## src/rtl/tdc_readout.sv

```systemverilog
// tdc_readout: measurement controller and thermometer decoder for the
// inverter-chain TDC delay line. Fires a programmable-width start pulse,
// synchronizes and decodes the captured snapshot, and accumulates
// 2^LOG2_AVG samples per burst. Results go out on a valid/ready handshake.
module tdc_readout #(
  parameter int N_DELAY  = 32,
  parameter int LOG2_AVG = 2,
  parameter int SETTLE   = 4,
  localparam int W       = $clog2(N_DELAY + 1)
) (
  input  logic                    clk,
  input  logic                    rst,
  input  logic                    meas_req,
  input  logic [7:0]              pulse_len,
  output logic                    start,
  input  logic [N_DELAY-1:0]      time_count,
  output logic                    busy,
  output logic [W+LOG2_AVG-1:0]   result_sum,
  output logic [W-1:0]            result_avg,
  output logic                    bubble_err,
  output logic                    sat,
  output logic                    result_valid,
  input  logic                    result_ready
);

  localparam int AW = W + LOG2_AVG;
  localparam int CW = LOG2_AVG + 1;
  localparam int TW = ($clog2(SETTLE) > 8) ? $clog2(SETTLE) : 8;
  localparam logic [CW-1:0] LAST_SAMPLE = CW'((1 << LOG2_AVG) - 1);

  typedef enum logic [2:0] {
    IDLE,
    PULSE,
    SETTLE_WAIT,
    SAMPLE,
    DONE
  } state_t;

  state_t              state;
  logic [N_DELAY-1:0]  sync1;
  logic [N_DELAY-1:0]  sync2;
  logic [7:0]          len_q;
  logic [7:0]          len_eff;
  logic [TW-1:0]       timer;
  logic [CW-1:0]       smp_cnt;
  logic [W-1:0]        pop;
  logic                bub_c;
  logic                sat_c;

  // Two-flop synchronizer for the asynchronous thermometer snapshot
  always_ff @(posedge clk) begin
    if (rst) begin
      sync1 <= '0;
      sync2 <= '0;
    end else begin
      sync1 <= time_count;
      sync2 <= sync1;
    end
  end

  // Decode the synchronized snapshot: popcount, bubble and saturation flags
  always_comb begin
    pop   = '0;
    bub_c = 1'b0;
    for (int unsigned i = 0; i < N_DELAY; i++) begin
      pop = pop + W'(sync2[i]);
    end
    for (int unsigned i = 1; i < N_DELAY; i++) begin
      if (sync2[i] && !sync2[i-1]) bub_c = 1'b1;
    end
    sat_c = &sync2;
  end

  // A requested pulse length of zero is stretched to one cycle
  always_comb begin
    len_eff = (pulse_len == 8'd0) ? 8'd1 : pulse_len;
  end

  // Measurement FSM with registered outputs and accumulator
  always_ff @(posedge clk) begin
    if (rst) begin
      state        <= IDLE;
      start        <= 1'b0;
      busy         <= 1'b0;
      result_valid <= 1'b0;
      result_sum   <= '0;
      bubble_err   <= 1'b0;
      sat          <= 1'b0;
      len_q        <= 8'd1;
      timer        <= '0;
      smp_cnt      <= '0;
    end else begin
      case (state)
        IDLE: begin
          if (meas_req) begin
            len_q      <= len_eff;
            timer      <= TW'(len_eff - 8'd1);
            result_sum <= '0;
            bubble_err <= 1'b0;
            sat        <= 1'b0;
            smp_cnt    <= '0;
            start      <= 1'b1;
            busy       <= 1'b1;
            state      <= PULSE;
          end
        end
        PULSE: begin
          if (timer == '0) begin
            start <= 1'b0;
            timer <= TW'(SETTLE - 1);
            state <= SETTLE_WAIT;
          end else begin
            timer <= timer - TW'(1);
          end
        end
        SETTLE_WAIT: begin
          if (timer == '0) begin
            state <= SAMPLE;
          end else begin
            timer <= timer - TW'(1);
          end
        end
        SAMPLE: begin
          result_sum <= result_sum + AW'(pop);
          bubble_err <= bubble_err | bub_c;
          sat        <= sat | sat_c;
          smp_cnt    <= smp_cnt + CW'(1);
          if (smp_cnt == LAST_SAMPLE) begin
            result_valid <= 1'b1;
            state        <= DONE;
          end else begin
            // Next pulse starts on this same edge so each period is L+SETTLE+1
            start <= 1'b1;
            timer <= TW'(len_q - 8'd1);
            state <= PULSE;
          end
        end
        DONE: begin
          if (result_ready) begin
            result_valid <= 1'b0;
            busy         <= 1'b0;
            state        <= IDLE;
          end
        end
        default: begin
          state <= IDLE;
        end
      endcase
    end
  end

  // Average is the floor of the sum over the sample count
  assign result_avg = W'(result_sum >> LOG2_AVG);

endmodule

```

## config.mk

```make
export PLATFORM = sky130hd
export DESIGN_NAME = tdc_readout
export DESIGN_NICKNAME = d
export VERILOG_FILES = /design/src/rtl/tdc_readout.sv
export SDC_FILE = /design/constraint.sdc
export NUM_CORES = 1
export LEC_CHECK = 0
export CELL_PAD_IN_SITES_DETAIL_PLACEMENT = 1
export CELL_PAD_IN_SITES_GLOBAL_PLACEMENT = 2
export CORE_MARGIN = 3
export CORE_UTILIZATION = 36
export CTS_BUF_LIST = sky130_fd_sc_hd__clkbuf_4
export DETAILED_ROUTE_END_ITERATION = 10
export PLACE_DENSITY_LB_ADDON = 0.08
export SYNTH_ARGS = -nofsm -noshare
export SYNTH_HDL_FRONTEND = slang
export SYNTH_SLANG_ARGS = --single-unit
```

## constraint.sdc

```tcl
create_clock -name clk -period 6.6 [get_ports clk]
set_clock_uncertainty 0.2 [all_clocks]
set_input_delay 0.66 -clock clk [delete_from_list [all_inputs] [get_ports clk]]
set_output_delay 0.66 -clock clk [all_outputs]
set_load 0.1 [all_outputs]
```

==> impl_metrics.py <==
metrics = {
    "run_status": {
        "outcome": "completed",
    },
    "detailed_routing": {
        "wirelength_um": 12100,
        "first_pass_iters": 4,
        "vias": 3769,
        "via_per_inst": 5.00,
        "drtIter0Drc": 184,
        "ant_nets": 0,
        "drc_errors": 0,
        "wl_per_cell_um": 16.0,
    },
    "yosys": {
        "synthTopCellsByArea": "dfxtp_1 41%, fa_1 11%, nor2b_1 8.8%, ha_1 4.9%, a21oi_1 4.7%",
        "yosysUniqueCellTypes": 57,
        "synth_top_family_by_area": "simple AND/OR/NAND/NOR gates",
        "synthesis.area_um2": 4880,
        "synth_area_per_cell_um2": 9.30,
        "synth-edff-count": 0,
        "ys_seq_area_share_pct": 40.6,
        "synth_fa_ha_area_share_pct": 15.5,
        "synthArstFlopShare_pct": 0,
        "synth_most_common_cell": "dfxtp_1",
        "synth_top_cell_by_area": "dfxtp_1",
        "yosysTopAreaCellShare_pct": 40.6,
        "synth_nets": 614,
        "synth_ff_type": "dfxtp_1",
        "synth_mux_area_share_pct": 1.87,
        "ys_top_cells_by_count": "99 x dfxtp_1, 69 x nor2b_1, 47 x nor2_1",
        "ys_warn_count": 0,
        "synthXorXnorAreaFrac_pct": 1.61,
        "synth_compound_area_share_pct": 11.7,
        "ys_ff_latch": 99,
        "syn_inst": 525,
        "synth_simple_gate_area_share_pct": 23.2,
    },
    "job": {
        "cap_viol_max_count": 0,
    },
    "clock_network": {
        "htreeDepth": 3,
        "cts_tree": "built",
        "post_cts_resized": 0,
        "hold_buffers": 0,
        "clk_latency_ns": 0.48,
        "cts_setup_buffers": 0,
        "clock_tree.root_cell": "clkbuf_4",
        "clk_pin_slew_ns": 0.18,
        "cts_buffer_depth": 2,
        "cts_num_sinks": 99,
        "numCtsBuffers": 9,
    },
    "global_route": {
        "antenna_found_initial": 1,
        "grt_use_total_pct": 17.0,
        "grt_first_pass_wirelength_um": 19600,
        "grt_remaining_overflow": 0,
        "grt_max_degree": 60,
        "grt_pass1_vias": 3672,
    },
    "die": {
        "initial_core_util_pct": 37.8,
        "die_x_um": 122,
        "core_um2": 12900,
        "dieHeight_um": 122,
        "io_pins": 63,
        "rows": 41,
        "dieArea_um2": 15000,
    },
    "setup_path": {
        "r2r_end": "result_sum[6]",
        "worst_ep_required_time_ns": 6.80,
        "reg2regPathDepth": 17,
        "rrSetupSlack_ns": 1.21,
        "crit_arrival_ns": 5.59,
        "worstReg2RegStart": "sync2[22]",
        "path_max_fanout": 4,
        "worstSetupPathType": "flop to flop",
        "endpoint_kind": "flop",
        "startpoint_type": "flop",
    },
    "sta": {
        "max_freq_ghz": 0.186,
        "setup_tns_ns": 0,
        "tightest_slew_ns": 1.03,
        "final_max_slew_viol_count": 0,
        "min_period_ns": 5.39,
        "setup_viol": 0,
        "min_period_over_period_pct": 81.6,
        "hold_viol_final": 0,
        "setup_ws_ns": 1.21,
        "rsz0062_at_grt": "no",
        "slew_headroom_pct": 31.2,
    },
    "placed_design": {
        "pre_cts_slack_ns": 1.22,
        "dp_hpwl_um": 9310,
        "port_buffers": 62,
        "place.gp.congestion": 0.861,
    },
    "hold_path": {
        "holdCritStartpoint": "sync1[6]",
        "hold_path_depth": 1,
        "min_to": "sync2[6]",
        "hp-class": "flop to flop",
    },
    "power": {
        "p_leak_nw": 2.36,
        "ir_drop_mv": 0.148,
        "powerDensity_nw_per_um2": 303,
    },
    "layout": {
        "drive_gt1_share_pct": 4.66,
        "nets": 664,
        "area_growth_pct": 18.3,
    },
}
==> through the flow <==
step	util, %	cell area, µm²	hold slack [ns]	instances	power (mW)
final	44.7	5770	0.244	754	1.75
after global placement	43.3	5600	0.227	736	1.37
after global routing	44.7	5770	0.248	754	1.88
after CTS	44.6	5770	0.244	752	1.78
after detailed placement	43.3	5600	0.228	736	1.40
after floorplan	-	4880	0.214	525	1.21
==> final cells by class <==
cell class,instances,area (µm²)
Tap cell,172,215
Antenna cell,2,5.00
Timing Repair Buffer,64,631
Sequential cell,99,1980
Fill cell,1507,7150
Inverter,37,139
Multi-Input combinational cell,364,2630
Clock buffer,9,67.6
Clock inverter,7,100
==> layout by cell type, fill, tap and decap left out, drive strengths merged, types with 3 or more instances in the layout <==
master         Yosys  final
dfxtp             99     99
nor2b             69     69
clkdlybuf4s50      0     61
nor2              47     47
a21oi             46     46
inv               37     42
nand2             34     34
fa                26     26
ha                19     19
nor3              14     14
o21ai             13     13
clkbuf            13      9
nand4              9      9
mux2i              8      8
nor4               7      7
or3                7      7
nand2b             6      6
xnor2              5      5
nand3              4      4
o21a               4      4
xor2               4      4
a22oi              4      4
o22ai              3      3
nor3b              3      3
buf               12      3
==> worst max-delay path by stage <==
stage             startpoint            end  slack [ns]  cells past startpoint
2_1_floorplan  result_sum[0]  result_sum[6]        0.88                     15
3_3_place_gp       sync2[16]  result_sum[6]        1.32                     17
3_5_place_dp       sync2[22]  result_sum[6]        1.22                     17
4_1_cts            sync2[22]  result_sum[6]        1.18                     17
5_1_grt            sync2[22]  result_sum[6]        0.98                     17
6_report           sync2[22]  result_sum[6]        1.21                     17
==> worst max-delay path, cell delays in order, from the launching register on <==
cell and delay, ns:
dfxtp_1 0.42, inv_1 0.08, fa_1 0.50, fa_1 0.50
inv_1 0.05, fa_1 0.47, inv_1 0.05, fa_1 0.46
fa_1 0.53, fa_1 0.43, fa_1 0.42, fa_1 0.43
nor2b_1 0.13, o21ai_0 0.08, nand2b_1 0.11, a311oi_1 0.11
xor2_1 0.15, o31ai_1 0.19
==> state kept, by name (all words and copies together), names as in the netlist <==
name / cells
sync1: 32
sync2: 32
len_q: 8
result_sum: 8
timer: 8
smp_cnt: 3
state: 3
bubble_err: 1
busy: 1
result_valid: 1
sat: 1
start: 1
==> layer usage <==
metal / GRT usage [%] / vias to the layer above / wire (µm)
li1: - / 1857 / -
met1: 25.2 / 1823 / 6200
met2: 24.7 / 77 / 5120
met3: 3.41 / 12 / 588
met4: 5.25 / 0 / 158
met5: 0 / - / 0
==> power by group <==
part           internal [mW]  switching [mW]
clock                  0.131           0.238
sequential             0.655          0.0663
combinational          0.264           0.394
total                   1.05           0.698
==> kinds of logic (layout without fill, tap and decap cells) <==
| logic type | Yosys count | after routing |
|---|---|---|
| AND/OR/NAND/NOR | 209 | 209 |
| flip-flops | 99 | 99 |
| AO/OA/AOI/OAI | 92 | 92 |
| buffers and inverters | 62 | 117 |
| adder cells (fa/ha/maj) | 45 | 45 |
| XOR/XNOR | 9 | 9 |
| multiplexers | 9 | 9 |
| other | 0 | 2 |
Note: power is estimated with default switching activity, not from simulation.
